--- src/rtl/seg_scan_ctrl_pkg.sv ---
// -----------------------------------------------------------------------------
// seg_scan_ctrl_pkg
// Shared definitions for the 7-segment scan controller:
//   - scan_state_e : 1-bit scan FSM state encoding (SCAN_BLANK / SCAN_SHOW)
//   - MAX_DIGITS   : largest supported digit count
//   - AN_OFF       : all-anodes-off pattern, sized for MAX_DIGITS; users take
//                    the low DIGITS bits ({DIGITS{1'b1}})
//   - an_select    : active-low one-hot anode pattern for a digit index
// -----------------------------------------------------------------------------
package seg_scan_ctrl_pkg;

  typedef enum logic {
    SCAN_BLANK = 1'b0,
    SCAN_SHOW  = 1'b1
  } scan_state_e;

  localparam int unsigned MAX_DIGITS = 8;

  localparam logic [MAX_DIGITS-1:0] AN_OFF = {MAX_DIGITS{1'b1}};

  // Active-low anode pattern with only digit 'idx' driven low.
  function automatic logic [MAX_DIGITS-1:0] an_select(input logic [2:0] idx);
    logic [MAX_DIGITS-1:0] one_hot;
    one_hot = {{(MAX_DIGITS-1){1'b0}}, 1'b1} << idx;
    return ~one_hot;
  endfunction

endpackage

--- src/rtl/seg_scan_ctrl_prescaler.sv ---
// -----------------------------------------------------------------------------
// scan_prescaler
// Free-running SCAN_W-bit up counter that defines the scan slot. The slot
// ends on the cycle the counter holds its maximum value; wrap_o flags that
// cycle so the owner can advance on the same edge the counter returns to 0.
// Ports:
//   clk_i    system clock
//   rst_i    synchronous active-high reset (counter -> 0)
//   count_o  current count (position inside the slot)
//   wrap_o   1 while count_o == 2**SCAN_W-1 (last cycle of the slot)
// -----------------------------------------------------------------------------
module scan_prescaler #(
  parameter int unsigned SCAN_W = 17
) (
  input  logic              clk_i,
  input  logic              rst_i,
  output logic [SCAN_W-1:0] count_o,
  output logic              wrap_o
);

  localparam logic [SCAN_W-1:0] CNT_ONE = SCAN_W'(1);

  logic [SCAN_W-1:0] count_q;

  always_ff @(posedge clk_i) begin
    if (rst_i) begin
      count_q <= '0;
    end else begin
      count_q <= count_q + CNT_ONE;
    end
  end

  assign count_o = count_q;
  assign wrap_o  = (count_q == {SCAN_W{1'b1}});

endmodule

--- src/rtl/seg_scan_ctrl.sv ---
// -----------------------------------------------------------------------------
// seg_scan_ctrl
// Time-multiplexes one hex-to-7-segment decoder across DIGITS common-anode
// digits. A shadow copy of the display word is captured on 'load'; each scan
// slot starts with BLANK_CYC dark cycles (anti-ghosting) and then shows one
// digit. Outputs are registered from next-state values, so they line up with
// the slot position: in the first BLANK cycle of a slot hex/point already
// carry the upcoming digit's data, giving the decoder time to settle.
// Ports:
//   clk        system clock (rising edge)
//   rst        synchronous active-high reset, overrides load
//   load       capture hexs/points/blank into the shadow registers
//   hexs       4*DIGITS nibbles, digit 0 = rightmost = hexs[3:0]
//   points     decimal point request per digit
//   blank      1 = digit permanently dark
//   hex        decoder data {D3,D2,D1,D0}
//   point      decoder point input
//   dec_le     decoder LE, 1 = segments off
//   an         active-low digit anodes
//   frame_done 1-cycle pulse after the last digit's slot ends
// -----------------------------------------------------------------------------
module seg_scan_ctrl
  import seg_scan_ctrl_pkg::*;
#(
  parameter int unsigned DIGITS    = 4,
  parameter int unsigned SCAN_W    = 17,
  parameter int unsigned BLANK_CYC = 64
) (
  input  logic                  clk,
  input  logic                  rst,
  input  logic                  load,
  input  logic [4*DIGITS-1:0]   hexs,
  input  logic [DIGITS-1:0]     points,
  input  logic [DIGITS-1:0]     blank,
  output logic [3:0]            hex,
  output logic                  point,
  output logic                  dec_le,
  output logic [DIGITS-1:0]     an,
  output logic                  frame_done
);

  localparam int unsigned IDX_W = $clog2(DIGITS);

  localparam logic [IDX_W-1:0]  LAST_IDX  = IDX_W'(DIGITS - 1);
  localparam logic [IDX_W-1:0]  IDX_ONE   = IDX_W'(1);
  localparam logic [SCAN_W-1:0] BLANK_END = SCAN_W'(BLANK_CYC - 1);
  localparam logic [DIGITS-1:0] AN_ALL_OFF = AN_OFF[DIGITS-1:0];

  logic [SCAN_W-1:0] count_s;
  logic              wrap_s;

  scan_prescaler #(
    .SCAN_W (SCAN_W)
  ) u_prescaler (
    .clk_i   (clk),
    .rst_i   (rst),
    .count_o (count_s),
    .wrap_o  (wrap_s)
  );

  scan_state_e          state_q,     state_d;
  logic [IDX_W-1:0]     idx_q,       idx_d;
  logic [4*DIGITS-1:0]  hexs_sh_q,   hexs_sh_d;
  logic [DIGITS-1:0]    points_sh_q, points_sh_d;
  logic [DIGITS-1:0]    blank_sh_q,  blank_sh_d;

  logic [3:0]           hex_q,    hex_d;
  logic                 point_q,  point_d;
  logic                 dec_le_q, dec_le_d;
  logic [DIGITS-1:0]    an_q,     an_d;
  logic                 frame_done_q, frame_done_d;

  logic [MAX_DIGITS-1:0] an_sel_s;

  // Next-state: scan FSM, digit index, shadow capture.
  always_comb begin
    state_d     = state_q;
    idx_d       = idx_q;
    hexs_sh_d   = hexs_sh_q;
    points_sh_d = points_sh_q;
    blank_sh_d  = blank_sh_q;
    frame_done_d = 1'b0;

    if (load) begin
      hexs_sh_d   = hexs;
      points_sh_d = points;
      blank_sh_d  = blank;
    end else begin
      hexs_sh_d   = hexs_sh_q;
      points_sh_d = points_sh_q;
      blank_sh_d  = blank_sh_q;
    end

    case (state_q)
      SCAN_BLANK: begin
        if (count_s == BLANK_END) begin
          state_d = SCAN_SHOW;
        end else begin
          state_d = SCAN_BLANK;
        end
      end
      SCAN_SHOW: begin
        if (wrap_s) begin
          state_d = SCAN_BLANK;
          if (idx_q == LAST_IDX) begin
            idx_d        = '0;
            frame_done_d = 1'b1;
          end else begin
            idx_d = idx_q + IDX_ONE;
          end
        end else begin
          state_d = SCAN_SHOW;
        end
      end
      default: begin
        state_d = SCAN_BLANK;
        idx_d   = '0;
      end
    endcase
  end

  assign an_sel_s = an_select(3'(idx_d));

  // Output image computed from next-state so registered outputs align with the slot.
  always_comb begin
    hex_d   = hexs_sh_d[4*idx_d +: 4];
    point_d = points_sh_d[idx_d];
    if (state_d == SCAN_SHOW) begin
      an_d     = an_sel_s[DIGITS-1:0];
      dec_le_d = blank_sh_d[idx_d];
    end else begin
      an_d     = AN_ALL_OFF;
      dec_le_d = 1'b1;
    end
  end

  // State, shadow and output registers.
  always_ff @(posedge clk) begin
    if (rst) begin
      state_q      <= SCAN_BLANK;
      idx_q        <= '0;
      hexs_sh_q    <= '0;
      points_sh_q  <= '0;
      blank_sh_q   <= '0;
      hex_q        <= 4'h0;
      point_q      <= 1'b0;
      dec_le_q     <= 1'b1;
      an_q         <= AN_ALL_OFF;
      frame_done_q <= 1'b0;
    end else begin
      state_q      <= state_d;
      idx_q        <= idx_d;
      hexs_sh_q    <= hexs_sh_d;
      points_sh_q  <= points_sh_d;
      blank_sh_q   <= blank_sh_d;
      hex_q        <= hex_d;
      point_q      <= point_d;
      dec_le_q     <= dec_le_d;
      an_q         <= an_d;
      frame_done_q <= frame_done_d;
    end
  end

  assign hex        = hex_q;
  assign point      = point_q;
  assign dec_le     = dec_le_q;
  assign an         = an_q;
  assign frame_done = frame_done_q;

endmodule
--- config.mk ---
export PLATFORM = sky130hd
export DESIGN_NAME = seg_scan_ctrl
export DESIGN_NICKNAME = d
export VERILOG_FILES = /design/src/rtl/seg_scan_ctrl_pkg.sv /design/src/rtl/seg_scan_ctrl_prescaler.sv /design/src/rtl/seg_scan_ctrl.sv
export SDC_FILE = /design/constraint.sdc
export NUM_CORES = 1
export LEC_CHECK = 0
export CAP_MARGIN = 30
export CORE_UTILIZATION = 40
export CTS_CLUSTER_DIAMETER = 100
export DETAILED_ROUTE_END_ITERATION = 10
export GPL_TIMING_DRIVEN = 0
export PLACE_DENSITY = 0.66
export SLEW_MARGIN = 20
export SYNTH_ARGS = -nofsm -noshare
export SYNTH_HDL_FRONTEND = slang
export SYNTH_SLANG_ARGS = --single-unit
export TNS_END_PERCENT = 100
--- constraint.sdc ---
create_clock -name clk -period 3.6 [get_ports clk]
set_input_delay 0.54 -clock clk [delete_from_list [all_inputs] [get_ports clk]]
set_output_delay 0.54 -clock clk [all_outputs]
set_load 0.01 [all_outputs]
* After elaboration in Yosys (flattened, before gate mapping) *
Cells that the tools add are included.

storage, ports and cells
  bits in registers = 55
  logic and storage cells = 39
  bits of input ports = 27

operators by class
  equality and inequality tests = 3
  $lt $le $gt $ge = 1
  shift-type cells = 2
  add/subtract/negate cells = 2
  mux-type cells = 14
  bitwise gates (word level) = 4
  reduce and logical (&&, ||, !) cells = 2

operator list
  cell                   count
  $add 17x1->17 const B  1
  $eq 17x17->1 const B   1
  $eq 17x6->1 const B    1
  $mux 16                1
  $shiftx 16x5->4        1
  $mux 4                 2
  $mux 2                 3
  $mux 1                 5
  $bmux 1 s2             2
  $not 4->4              1
  $shl 1x2->4 const A    1
  $lt 2x3->1 const B     1
  $not 1->1              3
  $reduce_or 3->1        1
  $add 2x1->2 const B    1
  $eq 2x2->1 const B     1
  $pmux 1 s2             1
  $reduce_or 2->1        1

* Depth between registers and ports, before layout *
  depth after elaboration = 6
  mapped depth = 10
  gate-level depth less buffers = 8

* Modules after synthesis *
A second synthesis with hierarchy kept.

unflattened totals
  cell total of the unflattened synthesis = 226
  area, all modules = 2270.9 um^2

by module, submodules not included
  module          cells each  area each (um^2)  instances  sequential area each (um^2)
  seg_scan_ctrl   147         1550.2            1          760.7
  scan_prescaler  79          720.7             1          340.3

* Worst setup path before layout *
OpenSTA, ideal clock, no wires.

  path type = register to register
  start = register u_prescaler.count_q[2] (netlist: u_prescaler.count_o[2])
  end = register hex_q[0] (netlist: hex[0])
  required time = 3.478 ns
  clock period less this slack = 2.366 ns
  stages on the path, launching flop included = 11
  arrival = 2.244 ns
  path slack = 1.234 ns
  path buffers = 2
  setup time = 0.122 ns
  cell sequence = dfxtp_1 and4_1 buf_2 nand4_1 nor2_1 ha_1 nand4bb_1 buf_2 nand2_4 mux2_4 a221o_1

on the way
  cells in the longest elaborated chain, start to end = 4

ends and longest elaborated chain
  item                    line                           RTL
  start, declared         seg_scan_ctrl_prescaler.sv:23  logic [SCAN_W-1:0] count_q;
  start signal, assigned  seg_scan_ctrl_prescaler.sv:29  count_q <= count_q + CNT_ONE;
  $eq 17x17->1            seg_scan_ctrl_prescaler.sv:34  assign wrap_o = (count_q == {SCAN_W{1'b1}});
  $mux 2                  seg_scan_ctrl.sv:103           if (wrap_s) begin
  $mux 2                  seg_scan_ctrl.sv:94            case (state_q)
  $shiftx 16x5->4         seg_scan_ctrl.sv:126           hex_d = hexs_sh_d[4*idx_d +: 4];
  end signal, assigned    seg_scan_ctrl.sv:145           hex_q <= 4'h0;
  end signal, assigned    seg_scan_ctrl.sv:156           hex_q <= hex_d;
  end, declared           seg_scan_ctrl.sv:67            logic [3:0] hex_q, hex_d;

Every way passes these cells.
A chain may end at the register's enable or synchronous reset.

* Worst setup path in the final report *
  start = register u_prescaler.count_q[2] (netlist: u_prescaler.count_o[2])
  end = register hex_q[2] (netlist: hex[2])

The elaborated chain is that of the path after synthesis.

==> flow_metrics.py <==
metrics = {
    "outcome": {
        "outcome": "finished, final reports clean",
    },
    "run": {
        "drv_cap": 0,
    },
    "critical_path": {
        "crit_path_start_kind": "flip-flop",
        "cp_data_required_time_ps": 3820,
        "worstPathArrival_ps": 2960,
        "critPathKind": "flip-flop to flip-flop",
        "end_kind": "flip-flop",
        "crit_path_max_fanout": 9,
    },
    "drt": {
        "dr.pass1.iters": 4,
        "via_count": 1912,
        "wl_per_cell_um": 14.7,
        "drt-total-wl_um": 5320,
        "ant_nets": 0,
        "via_per_inst": 5.30,
        "dr.first_iter.drc_count": 109,
        "route.detailed.drc": 0,
    },
    "synthesis": {
        "synth-seq-area-share": 0.452,
        "synth_top_area_cell": "dfxtp_1",
        "ys.flop_type": "dfxtp_1",
        "synth_nets": 271,
        "synth_edf_count": 0,
        "netlist_top_cells_count": "dfxtp_1, nor2_1, mux2i_1",
        "yosys.area.top_type_share": 0.452,
        "synthTopCellsByArea": "dfxtp_1, mux2i_1, nor2_1",
        "syn-cell-area_sq_um": 2440,
        "yosysMostFrequentCell": "dfxtp_1",
        "yosys_register_bits": 55,
        "yosys_warnings": 0,
        "synth_cell_types": 48,
        "avgSynthCellArea_sq_um": 10.1,
        "synthArstFlopShare": 0,
        "syn_inst": 241,
    },
    "timing": {
        "fin_ws_ps": 861,
        "hold_viol": 0,
        "rsz0062_at_grt": "false",
        "fin_tns_setup_ps": 0,
        "final.min_clock_period_ps": 2740,
        "fmax_ghz": 0.365,
        "skew_ps": 14.1,
        "relSlewSlack": 0.652,
        "worst_pin_slew_ps": 520,
        "finalSetupViolCount": 0,
        "report.final.slew_viol_count": 0,
        "fin_crit_sh": 0.761,
        "hold_ws_ps": 448,
    },
    "clock_tree": {
        "cts_buffers": 5,
        "cts-root-buf": "clkbuf_8",
        "cts_resized": 0,
        "cts_sinks": 55,
        "cts_buffer_depth": 2,
        "post_cts_buffers": 0,
        "clock_latency_ps": 320,
        "holdBufCountCts": 0,
        "htree_levels": 2,
        "clk_pin_slew_worst_paths_ps": 110,
        "cts_tree": "done",
    },
    "die": {
        "die_height_um": 80.0,
        "coreArea_sq_um": 5890,
        "rows": 28,
        "die_w_um": 80.0,
        "ios": 38,
        "die_area_sq_um": 6410,
        "start_util": 0.414,
    },
    "final_layout": {
        "syn_to_final_growth_pct": 23.8,
        "nets": 315,
        "multi_input_area_sq_um": 1260,
        "fin_util": 0.513,
        "drive_gt1_frac": 0.112,
        "stdcell_area_sq_um": 3020,
        "layout.area.seq_sq_um": 1100,
        "diodes": 0,
        "fillerInstances": 553,
    },
    "place": {
        "routabilityCongestion": 0.751,
        "placed_area_sq_um": 2900,
        "dp_hpwl_um": 3810,
        "dpl_worst_slack_ps": 897,
        "portBuffers": 37,
    },
    "grt": {
        "gr-usage-all-layers": 0.179,
        "grt_util_met1": 0.249,
        "grt_pass1_vias": 1740,
        "antenna_found_initial": 0,
        "grt_pass1_wl_um": 8630,
        "gr-usage-met3": 0.0354,
        "grt_start_max_net_pins": 19,
        "top_usage_layer": "met2",
        "grt_overflow": 0,
        "met2_usage": 0.277,
    },
    "power": {
        "p_int_uw": 910,
        "switchingPower_uw": 277,
        "power.density_nw_per_um2": 393,
        "switching_share": 0.233,
        "ir_drop_v": 0.000207,
        "p_clk_frac": 0.361,
        "p_leak_nw": 1.19,
        "p_seq_frac": 0.539,
        "combPwrFrac": 0.100,
    },
    "min_path": {
        "min_path_type": "flip-flop to flip-flop",
    },
}
power groups by stage:
stage	clock [mW]	sequential, mW	combinational (mW)
after global routing	0.457	0.643	0.129
after floorplan	0	0.653	0.0638
after global placement	0	0.653	0.118
after detailed placement	0	0.654	0.119
final	0.428	0.640	0.119
after CTS	0.434	0.640	0.120
layer usage:
metal  share of wire  vias to the layer above
met5               0                        -
met2            0.46                       45
met3           0.046                        5
li1                -                      952
met1            0.49                      910
met4           0.012                        0
logic make-up after synthesis:
kind of cell	share of synthesized area
and+or+nand+nor	0.207
DFF	0.452
AOI/OAI and AO/OA	0.0966
muxes	0.163
buffers and inverters	0.0298
xor gates and xnor gates	0.0360
adders and majority gates	0.0154
cell type report:
class / instances / area share
plain buffers: 12 / 0.0216
clock buffers: 5 / 0.0228
repair buffers: 37 / 0.123
well taps: 75 / 0.0311
inverters: 2 / 0.00249
clock inverters: 3 / 0.0158
flip-flops and latches: 55 / 0.365
multi-input cells: 172 / 0.418
worst paths after layout:
kind / startpoint / to / slack (ps) / depth (start not counted)
max: u_prescaler.count_o[2] / hex[2] / 860 / 10
min: u_prescaler.count_o[0] / u_prescaler.count_o[0] / 450 / 1
max reg2reg: u_prescaler.count_o[2] / hex[2] / 860 / 10
min reg2reg: u_prescaler.count_o[0] / u_prescaler.count_o[0] / 450 / 1
state kept, by name, indices dropped and copies added (netlist names):
name	count
u_prescaler.count_o	17
hexs_sh_q	16
an	4
blank_sh_q	4
hex	4
points_sh_q	4
idx_q	2
dec_le	1
frame_done	1
point	1
state_q	1
cells in the final DEF (no fill, tap or decap), types with 3 or more instances in the layout:
| master | Yosys | final |
|---|---|---|
| xor2_1 | 8 | 8 |
| a221o_1 | 5 | 5 |
| o21ai_1 | 4 | 4 |
| clkbuf_1 | 5 | 5 |
| clkbuf_8 | 0 | 5 |
| nor2_1 | 36 | 36 |
| nand3_1 | 17 | 17 |
| nand2_1 | 8 | 8 |
| dfxtp_1 | 55 | 55 |
| nand4_1 | 5 | 5 |
| mux2_4 | 4 | 4 |
| a21oi_1 | 8 | 8 |
| clkdlybuf4s50_1 | 0 | 37 |
| or3_1 | 4 | 4 |
| nand2b_1 | 4 | 4 |
| ha_1 | 3 | 3 |
| mux2i_1 | 22 | 22 |
| mux4_2 | 3 | 3 |
| a21boi_1 | 4 | 4 |
| o21ai_0 | 6 | 6 |
| buf_2 | 4 | 4 |
per-stage QoR:
stage / std cells / power (mW)
finish: 361 / 1.19
global route: 361 / 1.23
CTS: 361 / 1.19
detailed placement: 353 / 0.773
global placement: 353 / 0.770
floorplan: 241 / 0.717
critical path: stages, from the launching register on:
cell and delay (ps):
dfxtp_1 430, and4_1 190, buf_2 160, nand4_1 210
nor2_1 160, ha_1 310, nand4bb_1 120, buf_2 210
nand2_4 180, mux4_2 340, a221o_1 320
(Power assumes the default switching activity.)
